==> src/rtl/escape_parser_pkg.sv <==
// Command and parameter types shared by the escape-sequence parser and its consumers,
// plus byte-class and decimal-accumulation helpers.
package escape_parser_pkg;

  typedef enum logic [4:0] {
    EMPTY   = 5'd0,  INPUT   = 5'd1,  BS      = 5'd2,  HT      = 5'd3,
    LF      = 5'd4,  CR      = 5'd5,  DECSC   = 5'd6,  DECRC   = 5'd7,
    IND     = 5'd8,  RI      = 5'd9,  NEL     = 5'd10, RIS     = 5'd11,
    CUU     = 5'd12, CUD     = 5'd13, CUF     = 5'd14, CUB     = 5'd15,
    CUP     = 5'd16, ED      = 5'd17, EL      = 5'd18, SGR     = 5'd19,
    SM      = 5'd20, RM      = 5'd21, DECSET  = 5'd22, DECRST  = 5'd23,
    DECSTBM = 5'd24
  } CommandsType;

  typedef struct packed {
    logic [7:0] Pn1;
    logic [7:0] Pn2;
    logic [7:0] Pchar;
    logic [1:0] Pcount;
  } Param_t;

  localparam logic [7:0] CH_ESC      = 8'h1B;
  localparam logic [7:0] CH_CAN      = 8'h18;
  localparam logic [7:0] CH_SUB      = 8'h1A;
  localparam logic [7:0] CH_CSI_OPEN = 8'h5B;
  localparam logic [7:0] CH_PRIVATE  = 8'h3F;
  localparam logic [7:0] CH_SEP      = 8'h3B;
  localparam logic [8:0] ACC_MAX     = 9'd255;

  function automatic logic is_printable(input logic [7:0] b);
    return (b >= 8'h20) && (b <= 8'h7E);
  endfunction

  function automatic logic is_final(input logic [7:0] b);
    return (b >= 8'h40) && (b <= 8'h7E);
  endfunction

  function automatic logic is_digit(input logic [7:0] b);
    return (b >= 8'h30) && (b <= 8'h39);
  endfunction

  function automatic logic is_abort(input logic [7:0] b);
    return (b == CH_CAN) || (b == CH_SUB);
  endfunction

  function automatic logic is_c0_exec(input logic [7:0] b);
    return (b >= 8'h08) && (b <= 8'h0D);
  endfunction

  function automatic CommandsType c0_cmd(input logic [7:0] b);
    CommandsType r;
    case (b)
      8'h08:               r = BS;
      8'h09:               r = HT;
      8'h0A, 8'h0B, 8'h0C: r = LF;
      8'h0D:               r = CR;
      default:             r = EMPTY;
    endcase
    return r;
  endfunction

  function automatic CommandsType esc_final_cmd(input logic [7:0] b);
    CommandsType r;
    case (b)
      8'h37:   r = DECSC;
      8'h38:   r = DECRC;
      8'h44:   r = IND;
      8'h4D:   r = RI;
      8'h45:   r = NEL;
      8'h63:   r = RIS;
      default: r = EMPTY;
    endcase
    return r;
  endfunction

  function automatic CommandsType csi_final_cmd(input logic [7:0] b, input logic priv);
    CommandsType r;
    case (b)
      8'h41:        r = CUU;
      8'h42:        r = CUD;
      8'h43:        r = CUF;
      8'h44:        r = CUB;
      8'h48, 8'h66: r = CUP;
      8'h4A:        r = ED;
      8'h4B:        r = EL;
      8'h6D:        r = SGR;
      8'h72:        r = DECSTBM;
      8'h68:        r = priv ? DECSET : SM;
      8'h6C:        r = priv ? DECRST : RM;
      default:      r = EMPTY;
    endcase
    return r;
  endfunction

  // acc*10 + digit, clamped so a saturated parameter stays at 255.
  function automatic logic [8:0] acc_step(input logic [8:0] acc, input logic [3:0] digit);
    logic [12:0] sum;
    sum = ({4'd0, acc} * 13'd10) + {9'd0, digit};
    if (sum > {4'd0, ACC_MAX}) begin
      return ACC_MAX;
    end else begin
      return sum[8:0];
    end
  endfunction

  function automatic Param_t make_param(input logic [7:0] pn1, input logic [7:0] pn2,
                                        input logic [7:0] pchar, input logic [1:0] pcount);
    Param_t p;
    p.Pn1    = pn1;
    p.Pn2    = pn2;
    p.Pchar  = pchar;
    p.Pcount = pcount;
    return p;
  endfunction

endpackage

==> src/rtl/escape_parser_param_accumulator.sv <==
// Decimal CSI parameter accumulation: saturating digit accumulator plus the first two
// closed parameters and a saturating count of closed parameters.
module param_accumulator
  import escape_parser_pkg::*;
(
  input  logic       clk,
  input  logic       rst,
  input  logic       i_clear,
  input  logic       i_digit,
  input  logic [3:0] i_digit_val,
  input  logic       i_close,
  output logic [7:0] o_pn1,
  output logic [7:0] o_pn2,
  output logic [1:0] o_count
);

  logic [8:0] r_acc;
  logic [7:0] r_pn1;
  logic [7:0] r_pn2;
  logic [1:0] r_count;

  // Outputs show the parameter set as if the current parameter were closed now, so a
  // final byte can emit its own trailing parameter in the same cycle.
  always_comb begin
    if (r_count == 2'd0) begin
      o_pn1 = r_acc[7:0];
    end else begin
      o_pn1 = r_pn1;
    end
    if (r_count == 2'd1) begin
      o_pn2 = r_acc[7:0];
    end else begin
      o_pn2 = r_pn2;
    end
    if (r_count == 2'd3) begin
      o_count = 2'd3;
    end else begin
      o_count = r_count + 2'd1;
    end
  end

  // Accumulator and closed-parameter storage.
  always_ff @(posedge clk or posedge rst) begin
    if (rst) begin
      r_acc   <= 9'd0;
      r_pn1   <= 8'd0;
      r_pn2   <= 8'd0;
      r_count <= 2'd0;
    end else if (i_clear) begin
      r_acc   <= 9'd0;
      r_pn1   <= 8'd0;
      r_pn2   <= 8'd0;
      r_count <= 2'd0;
    end else if (i_close) begin
      r_acc   <= 9'd0;
      r_pn1   <= o_pn1;
      r_pn2   <= o_pn2;
      r_count <= o_count;
    end else if (i_digit) begin
      r_acc   <= acc_step(r_acc, i_digit_val);
    end else begin
      r_acc   <= r_acc;
    end
  end

endmodule

==> src/rtl/escape_parser.sv <==
// Byte-stream front end of the terminal parser: printable, C0, ESC and CSI recognition
// with one registered command pulse per recognised item.
module escape_parser
  import escape_parser_pkg::*;
(
  input  logic        clk,
  input  logic        rst,
  input  logic        dataValid,
  input  logic [7:0]  data,
  output logic        commandReady,
  output CommandsType commandType,
  output Param_t      param
);

  typedef enum logic [1:0] {
    ST_GROUND = 2'd0,
    ST_ESC    = 2'd1,
    ST_CSI    = 2'd2,
    ST_IGNORE = 2'd3
  } state_t;

  state_t      r_state;
  logic        r_private;
  logic        r_first;
  logic        r_command_ready;
  CommandsType r_command_type;
  Param_t      r_param;

  logic        w_acc_clear;
  logic        w_acc_digit;
  logic        w_acc_close;
  logic [7:0]  w_pn1;
  logic [7:0]  w_pn2;
  logic [1:0]  w_count;
  CommandsType w_c0_cmd;
  CommandsType w_esc_cmd;
  CommandsType w_csi_cmd;

  assign w_c0_cmd  = c0_cmd(data);
  assign w_esc_cmd = esc_final_cmd(data);
  assign w_csi_cmd = csi_final_cmd(data, r_private);

  // Any final byte closes the open parameter; unknown finals are dropped anyway.
  assign w_acc_clear = dataValid && (r_state == ST_ESC) && (data == CH_CSI_OPEN);
  assign w_acc_digit = dataValid && (r_state == ST_CSI) && is_digit(data);
  assign w_acc_close = dataValid && (r_state == ST_CSI) && ((data == CH_SEP) || is_final(data));

  param_accumulator u_param_accumulator (
    .clk         (clk),
    .rst         (rst),
    .i_clear     (w_acc_clear),
    .i_digit     (w_acc_digit),
    .i_digit_val (data[3:0]),
    .i_close     (w_acc_close),
    .o_pn1       (w_pn1),
    .o_pn2       (w_pn2),
    .o_count     (w_count)
  );

  // Parser FSM with registered command outputs.
  always_ff @(posedge clk or posedge rst) begin
    if (rst) begin
      r_state         <= ST_GROUND;
      r_private       <= 1'b0;
      r_first         <= 1'b0;
      r_command_ready <= 1'b0;
      r_command_type  <= EMPTY;
      r_param         <= make_param(8'd0, 8'd0, 8'd0, 2'd0);
    end else begin
      r_command_ready <= 1'b0;
      if (dataValid) begin
        case (r_state)
          ST_GROUND: begin
            if (is_printable(data)) begin
              r_command_ready <= 1'b1;
              r_command_type  <= INPUT;
              r_param         <= make_param(8'd0, 8'd0, data, 2'd0);
            end else if (is_c0_exec(data)) begin
              r_command_ready <= 1'b1;
              r_command_type  <= w_c0_cmd;
              r_param         <= make_param(8'd0, 8'd0, data, 2'd0);
            end else if (data == CH_ESC) begin
              r_state <= ST_ESC;
            end else begin
              r_state <= ST_GROUND;
            end
          end
          ST_ESC: begin
            if (data == CH_CSI_OPEN) begin
              r_state   <= ST_CSI;
              r_private <= 1'b0;
              r_first   <= 1'b1;
            end else if (data == CH_ESC) begin
              r_state <= ST_ESC;
            end else begin
              r_state <= ST_GROUND;
              if (w_esc_cmd != EMPTY) begin
                r_command_ready <= 1'b1;
                r_command_type  <= w_esc_cmd;
                r_param         <= make_param(8'd0, 8'd0, data, 2'd0);
              end
            end
          end
          ST_CSI: begin
            if (is_abort(data)) begin
              r_state <= ST_GROUND;
            end else if (data == CH_ESC) begin
              r_state <= ST_ESC;
            end else if (is_c0_exec(data)) begin
              // Embedded C0 controls execute without disturbing the sequence.
              r_command_ready <= 1'b1;
              r_command_type  <= w_c0_cmd;
              r_param         <= make_param(8'd0, 8'd0, data, 2'd0);
            end else if ((data == CH_PRIVATE) && r_first) begin
              r_private <= 1'b1;
              r_first   <= 1'b0;
            end else if (is_digit(data) || (data == CH_SEP)) begin
              r_first <= 1'b0;
            end else if (is_final(data)) begin
              r_state <= ST_GROUND;
              if (w_csi_cmd != EMPTY) begin
                r_command_ready <= 1'b1;
                r_command_type  <= w_csi_cmd;
                r_param         <= make_param(w_pn1, w_pn2, data, w_count);
              end
            end else begin
              r_state <= ST_IGNORE;
            end
          end
          ST_IGNORE: begin
            if (is_final(data) || is_abort(data)) begin
              r_state <= ST_GROUND;
            end else begin
              r_state <= ST_IGNORE;
            end
          end
          default: begin
            r_state <= ST_GROUND;
          end
        endcase
      end
    end
  end

  assign commandReady = r_command_ready;
  assign commandType  = r_command_type;
  assign param        = r_param;

endmodule
==> config.mk <==
export PLATFORM = sky130hd
export DESIGN_NAME = escape_parser
export DESIGN_NICKNAME = d
export VERILOG_FILES = /design/src/rtl/escape_parser_pkg.sv /design/src/rtl/escape_parser_param_accumulator.sv /design/src/rtl/escape_parser.sv
export SDC_FILE = /design/constraint.sdc
export NUM_CORES = 1
export LEC_CHECK = 0
export ABC_AREA = 0
export CORE_MARGIN = 1.5
export CORE_UTILIZATION = 41
export DETAILED_ROUTE_END_ITERATION = 10
export MAX_ROUTING_LAYER = met4
export PLACE_DENSITY_LB_ADDON = 0.05
export SLEW_MARGIN = 20
export SYNTH_ARGS = -nofsm -noshare
export SYNTH_HDL_FRONTEND = slang
export SYNTH_SLANG_ARGS = --single-unit
==> constraint.sdc <==
create_clock -name clk -period 3.05 [get_ports clk]
set_input_delay 0.915 -clock clk [delete_from_list [all_inputs] [get_ports clk]]
set_output_delay 0.915 -clock clk [all_outputs]
set_load 0.005 [all_outputs]
==> summary.md, run 1 <==
| Metric | Value |
|---|---|
| Status | finished clean |
| Critical-path top delay cell | or4b_4 |
| Switching Share | 0.272 |
| Pin count of the biggest net entering global routing | 25 |
| First-pass GRT wire length | 17700 um |
| Top fanout value on the critical path | 24 |
| Max H-tree Level | 3 |
| Synthesized Nets | 464 |
| Cells after Synth | 429 |
| CTS sink cnt | 63 |
| VDD IR max | 0.237 mV |
| Combinational share of power | 0.163 |
| Worst-path clk slew | 0.08 ns |
| Psw | 0.000564 W |
| Grt ovf | 0 |
| Die Y | 102 um |
| Flops & latches, synth | 63 |
| Post-DR wirelength/cell | 16.2 um |
| Ratio of cells with drive above 1 in the final layout | 0.262 |
| Vias | 3586 |
| R2R Setup Slk | 0.12 ns |
| Flop pwr share | 0.429 |
| Layout fillers | 880 |
| Nets | 565 |
| Worst Path Required | 3.29 ns |
| Critical path's top delay family | simple AND/OR/NAND/NOR gates |
| Number of core rows | 36 |
| Clk_lat worst skew | 0.36 ns |
| Layout area overhead | 33.6% |
| CTS Root Cell | clkbuf_8 |
| Total GRT Usage | 0.229 |
| Final Max Slew Viols | 0 |
| Least-Margin Pin Slew | 0.656 ns |
| Cell Area, Synth | 4050 um^2 |
| Crit end category | register |
| Critical path destination | param[12] |
| Reg2reg start | u_param_accumulator.r_acc[1] |
| Detailed Route WL | 10800 um |
| Clock network fraction of total power | 0.409 |
| Crit path buf inv count | 2 |
| Detailed placer's ending HPWL | 7900 um |
| Max Fclk | 0.336 GHz |
| Hold Vio Cnt, Final | 0 |
| RSZ-0062 raised after global routing | no |
| Reg2reg end | u_param_accumulator.r_acc[5] |
| Worst path cell trace | clkdlybuf4s50_1, or4b_4, a211o_1, nand4_1, o311ai_4, a21oi_4, buf_12, mux2_2 |
| Netlist cell types | 66 |
| DR DRC count | 0 |
| Core area | 9680 um^2 |
| CTS tree | built |
| Crit path depth | 8 |
| Async set or reset register ratio after synthesis | 1.00 |
| N_diodes | 0 |
| Yosys top cell by area | dfrtp_1 |
| Post-synth top area share | 0.390 |
| Initial core utilization | 0.418 |
| Worst hold path type | reg -> reg |
| CP startpoint kind | primary input |
| # placed instances | 652 |
| IO buf count | 42 |
| IO Count | 43 |
| Leak | 2.38 nW |
| CTS Buf Count | 9 |
| Clock buffer depth | 2 |
| Die area | 10500 um^2 |
| Syn avg cell area | 9.43 um^2 |
| Total Power | 0.00207 W |
| MaxCap Viol Count | 0 |
| Initial antenna violation count | 0 |
| Critical path type | in -> reg |
| Most common cell in the netlist | dfrtp_1 |
| Minimum clock period after layout | 2.98 ns |
| Setup-failing EPs final | 0 |
| Post-synthesis sequential area ratio | 0.390 |
| Post-CTS setup buffers | 0 |
| Synth top area cells | dfrtp_1 (39%), mux2_2 (7.5%), ha_1 (6.8%) |
| Sequential cell area | 1580 um^2 |
| Routability cong. | 0.916 |
| Slowest Stage Delay on Critical Path | 0.57 ns |
| Commonest cells in the netlist | dfrtp_1 (63), nand2_1 (51), a21oi_1 (46) |
| Crit. Startpoint | data[4] |
| Setup skew after layout | 0.0147 ns |
| Cell-internal power | 0.00151 W |
| Initial DRC Count | 117 |
| Number of routed nets with antenna violations | 0 |
| Footprint of the multi-input gates | 2330 um^2 |
| Power per Cell Area | 383 nW/um^2 |
| Fin crit share | 0.977 |
| Slew Limit Headroom | 0.562 |
| Synth Flop Type | dfrtp_1 |
| Non-filler cells, final | 668 |
| Worst Path Arrival | 3.22 ns |
| DR pass1 iterations | 5 |
| Warning count from the yosys run | 0 |
| Post-synth EDFFs | 0 |
| Width of the die | 102 um |
| Hold-fix buffers, CTS | 0 |
| Worst Reg-to-Reg Cells | 8 |
| Vias in the first global route | 3585 |
| Vias/cell | 5.37 |
[cells by family after synthesis]
logic type,count (synthesis),synth area share
AOI/OAI and AO/OA,101,0.158
buffers and inverters,40,0.0483
DFF,63,0.390
muxes,48,0.128
xor gates and xnor gates,7,0.0152
adders and majority gates,24,0.0779
and+or+nand+nor,146,0.183
[layout make-up]
class,instances,area share
Sequential cell,63,0.292
Clock buffer,9,0.0229
Tap cell,133,0.0308
Clock inverter,7,0.0190
Multi-Input combinational cell,326,0.431
Inverter,15,0.0104
Timing Repair Buffer,115,0.194
[metrics by stage]
stage / setup slack (ns) / area, um^2 / setup TNS (ns) / hold WS [ns] / util
5_1_grt: 0.00230 / 5400 / 0 / 0.517 / 0.558
3_5_place_dp: -0.369 / 5120 / -13.98 / 0.482 / 0.528
6_report: 0.0695 / 5400 / 0 / 0.492 / 0.558
4_1_cts: 0.00207 / 5350 / 0 / 0.498 / 0.552
3_3_place_gp: -0.296 / 5120 / -13.46 / 0.475 / 0.528
2_1_floorplan: 0.118 / 4050 / 0 / 0.464 / -
[power by group through the flow]
| stage | combinational (W) | clock, W | sequential, W |
|---|---|---|---|
| floorplan | 0.000164 | 0 | 0.000907 |
| global placement | 0.000334 | 0 | 0.000904 |
| detailed placement | 0.000334 | 0 | 0.000905 |
| CTS | 0.000336 | 0.000869 | 0.000889 |
| global route | 0.000368 | 0.000919 | 0.000894 |
| finish | 0.000337 | 0.000847 | 0.000888 |
[cell usage in the layout, fill, tap and decap left out, types with 4 or more instances in the layout]
| cell | synthesis | final |
|---|---|---|
| nand2_1 | 51 | 51 |
| clkbuf_8 | 0 | 9 |
| buf_4 | 1 | 67 |
| or2_2 | 5 | 5 |
| and2_1 | 5 | 5 |
| xor2_1 | 5 | 4 |
| mux2i_1 | 19 | 19 |
| mux2_2 | 27 | 27 |
| o21ai_0 | 16 | 16 |
| nand3_1 | 4 | 4 |
| a21oi_1 | 46 | 45 |
| buf_12 | 0 | 6 |
| ha_1 | 22 | 20 |
| nor3_1 | 9 | 9 |
| clkdlybuf4s50_1 | 0 | 40 |
| nor4_1 | 5 | 4 |
| a31oi_1 | 5 | 5 |
| nor2_1 | 35 | 35 |
| nand2b_1 | 4 | 4 |
| dfrtp_1 | 63 | 63 |
| inv_1 | 14 | 13 |
| nor2b_1 | 5 | 5 |
[worst min path at each step]
| stage | startpoint | end | slack (ns) | cells past startpoint |
|---|---|---|---|---|
| 2_1_floorplan | r_private | r_private | 0.46 | 1 |
| 3_3_place_gp | param[8] | param[8] | 0.47 | 1 |
| 3_5_place_dp | param[25] | param[25] | 0.48 | 1 |
| 4_1_cts | param[25] | param[25] | 0.50 | 1 |
| 5_1_grt | param[25] | param[25] | 0.52 | 1 |
| 6_report | param[25] | param[25] | 0.49 | 1 |
[worst register-to-register path: cells and delay by family (launching register included)]
kind                       cells  cell delay (ns)
and+or+nand+nor                3             1.00
DFF                            1             0.40
AOI/OAI and AO/OA              2             0.37
adders and majority gates      3             1.04
[state kept, by name (all words and copies together), names as in the netlist]
register	cells
r_state	2
param	26
u_param_accumulator.r_count	2
commandType	5
u_param_accumulator.r_acc	9
commandReady	1
u_param_accumulator.r_pn2	8
r_first	1
u_param_accumulator.r_pn1	8
r_private	1
[per-layer routing]
metal | routed length [um] | up-vias | share of wire | GRT usage
met1 | 4550 | 1735 | 0.42 | 0.268
met3 | 465 | 18 | 0.043 | 0.0479
met2 | 5590 | 100 | 0.52 | 0.393
li1 | - | 1733 | - | -
met5 | 0 | - | 0 | -
met4 | 186 | 0 | 0.017 | 0.0738
[timing repair]
| action | in CTS | in global routing |
|---|---|---|
| gates resized for setup | 1 | 12 |
| endpoints found under the setup margin | 7 | 34 |
| pin swaps | 0 | 1 |
No activity file was read; power rests on OpenSTA's default activity.
==> inputs of run 2 (changes only) <==
REMOVE_ABC_BUFFERS = 1   (was default)
==> run 2 against run 1 <==
Effect of this change:
- count of clock-buffer cells in the layout grew 1
- combinational power rose by 12%
- cell area rose by 2.9%
- core utilization up 1.6 points
- sequential share of layout area down 0.83 points
- worst setup slack better by 0.0045 ns
- clock skew down 0.0045 ns
- critical path type unchanged
- largest power group unchanged
==> summary.md, run 2 (synthesis gave the netlist of run 1 again) <==
| Metric | Value |
|---|---|
| Detailed Route WL | 11200 um (+3.3%) |
| Post-DR wirelength/cell | 16.2 um (+0.28%) |
| Slew Limit Headroom | 0.508 (-0.0531) |
| CTS Root Cell | clkbuf_8 |
| Switching Share | 0.268 (-0.00416) |
| Fin crit share | 0.976 (-0.00148) |
| Grt ovf | 0 (unchanged) |
| Final Max Slew Viols | 0 (unchanged) |
| M3 GR Usage | 0.0383 (-0.00958) |
| Core area | 9680 um^2 (unchanged) |
| Hold-fix buffers, CTS | 0 (unchanged) |
| Most common cell after layout, fill and taps aside | buf_4 |
| Largest register FFs | 26 (unchanged) |
| Crit path depth | 10 (+2) |
| Vias/cell | 5.28 (-1.6%) |
| Combinational share of power | 0.189 (+0.026) |
| Minimum clock period after layout | 2.98 ns (-0.00452 ns) |
| Max Fclk | 0.336 GHz (+0.15%) |
| CTS sink cnt | 63 (unchanged) |
| Worst Path Required | 3.27 ns (-0.02 ns) |
| Worst hold path type | reg -> reg |
| Routability cong. | 0.958 (+4.6%) |
| VDD IR max | 0.275 mV (+16%) |
| Critical-path top delay cell | clkdlybuf4s50_1 |
| RSZ-0062 raised after global routing | no |
| Critical path's top delay family | buffers and inverters |
| Worst Reg-to-Reg Cells | 8 (unchanged) |
| Worst Path Arrival | 3.20 ns (-0.02 ns) |
| Vias | 3633 (+1.3%) |
| Clock buffer depth | 2 (unchanged) |
| Critical path type | in -> reg |
| Met1 usage | 0.334 (+0.0666) |
| Die area | 10500 um^2 (unchanged) |
| MaxCap Viol Count | 0 (unchanged) |
| Layout area overhead | 37.5% |
| Met2 GRT Util | 0.331 (-0.0616) |
| Setup skew after layout | 0.0102 ns (-0.00450 ns) |
| DR pass1 iterations | 5 (unchanged) |
| Worst path cell trace | clkdlybuf4s50_1, buf_4, clkinv_1, a211o_1, nand4_1, o311ai_4, a21oi_4, buf_12, clkbuf_16, mux2_2 |
| Hold path cells | 1 (unchanged) |
| Clock network fraction of total power | 0.369 (-0.040) |
| DR DRC count | 0 (unchanged) |
| Initial core utilization | 0.418 (unchanged) |
| CTS tree | built |
| Initial antenna violation count | 0 (unchanged) |
| Final Core Density | 0.574 (+0.0164) |
| Setup-failing EPs final | 0 (unchanged) |
| First-pass GRT wire length | 17900 um (+1.2%) |
| CTS Buf Count | 9 (unchanged) |
| Slowest Stage Delay on Critical Path | 0.58 ns (about the same) |
| Top fanout value on the critical path | 8 (-67%) |
| R2R Setup Slk | 0.11 ns (about the same) |
| Total GRT Usage | 0.232 (+0.00293) |
| Status | finished clean |
| Crit end category | register |
| IO Count | 43 (unchanged) |
| Die Y | 102 um (unchanged) |
| Ratio of cells with drive above 1 in the final layout | 0.286 (+0.0248) |
| Pin count of the biggest net entering global routing | 27 (+8.0%) |
| Least-Margin Pin Slew | 0.735 ns (+0.0783 ns) |
| Detailed placer's ending HPWL | 8310 um (+5.3%) |
| Worst-path clk slew | 0.07 ns (about the same) |
| Number of core rows | 36 (unchanged) |
| Clk_lat worst skew | 0.34 ns (-0.02 ns) |
| Vias in the first global route | 3536 (-1.4%) |
| Max H-tree Level | 3 (unchanged) |
| N_diodes | 0 (unchanged) |
| Power per Cell Area | 361 nW/um^2 (-5.9%) |
| Nets | 585 (+3.5%) |
| CP startpoint kind | primary input |
| Hold Vio Cnt, Final | 0 (unchanged) |
| IO buf count | 42 (unchanged) |
| Width of the die | 102 um (unchanged) |
| GR peak layer | met1 |
| Flop pwr share | 0.443 (+0.014) |
| Number of routed nets with antenna violations | 0 (unchanged) |
| Cell-internal power | 0.00147 W (-2.6%) |
| Leak | 2.50 nW (+5.2%) |
| Commonest non-fill, non-tap cells in the layout | buf_4 (85), dfrtp_1 (63), nand2_1 (51) |
| Total Power | 0.00201 W (-3.1%) |
| Initial DRC Count | 214 (+83%) |
| Crit path buf inv count | 5 (+3) |
| Psw | 0.000538 W (-4.6%) |
[run 2: changes by cell type in the layout (fill, tap and decap cells not counted), moves of 2 or more]
cell             delta
buf_4              +18
clkdlybuf4s50_1     -5
dlygate4sd2_1       +3
dlymetal6s2s_1      +2
inv_6               -2
[run 2: final timing paths]
check                                             start                            to
setup reg to reg           u_param_accumulator.r_acc[1]  u_param_accumulator.r_acc[4]
setup / recovery                                data[0]                     param[16]
hold reg to reg                               param[25]                     param[25]
hold / removal                                param[25]                     param[25]
max in group asynchronous                           rst                      param[1]
min in group asynchronous                           rst                      param[8]
[run 2: area by class of cell]
type,instances,area (um^2)
Sequential cell,63,1580
Clock buffer,10,138
Multi-Input combinational cell,326,2330
Timing Repair Buffer,135,1230
Tap cell,133,166
Inverter,15,56.3
Clock inverter,6,67.6
Fill cell,858,4120
[run 2: per-layer routing]
metal	share of wire	vias to the layer above
li1	-	1783
met1	0.51	1748
met2	0.44	86
met3	0.037	16
met4	0.013	0
met5	0	-
[run 2: stage by stage]
stage / hold slack [ns] / worst slack, ns / instance area (um^2) / setup TNS, ns / instances
after floorplan: 0.464 / -0.0438 / 3910 / -1.17 / 404
after global placement: 0.470 / -0.401 / 5190 / -18.57 / 665
after detailed placement: 0.486 / -0.447 / 5190 / -19.91 / 665
after CTS: 0.501 / -0.0133 / 5480 / -0.130 / 685
after global routing: 0.526 / 0.00162 / 5560 / 0 / 688
final: 0.491 / 0.0740 / 5560 / 0 / 688
[run 2: power groups by stage]
stage,clock [W],sequential [W],combinational (W)
6_report,0.000740,0.000888,0.000379
5_1_grt,0.000804,0.000892,0.000413
3_5_place_dp,0,0.000905,0.000357
4_1_cts,0.000774,0.000889,0.000372
2_1_floorplan,0,0.000907,0.000138
3_3_place_gp,0,0.000903,0.000356
[run 2: repair_timing]
item / in CTS / in global routing
gates resized for setup: 6 / 13
endpoints found under the setup margin: 35 / 38
pin swaps: 3 / 5
gates cloned: 1 / 1
buffers inserted: 3 / 2
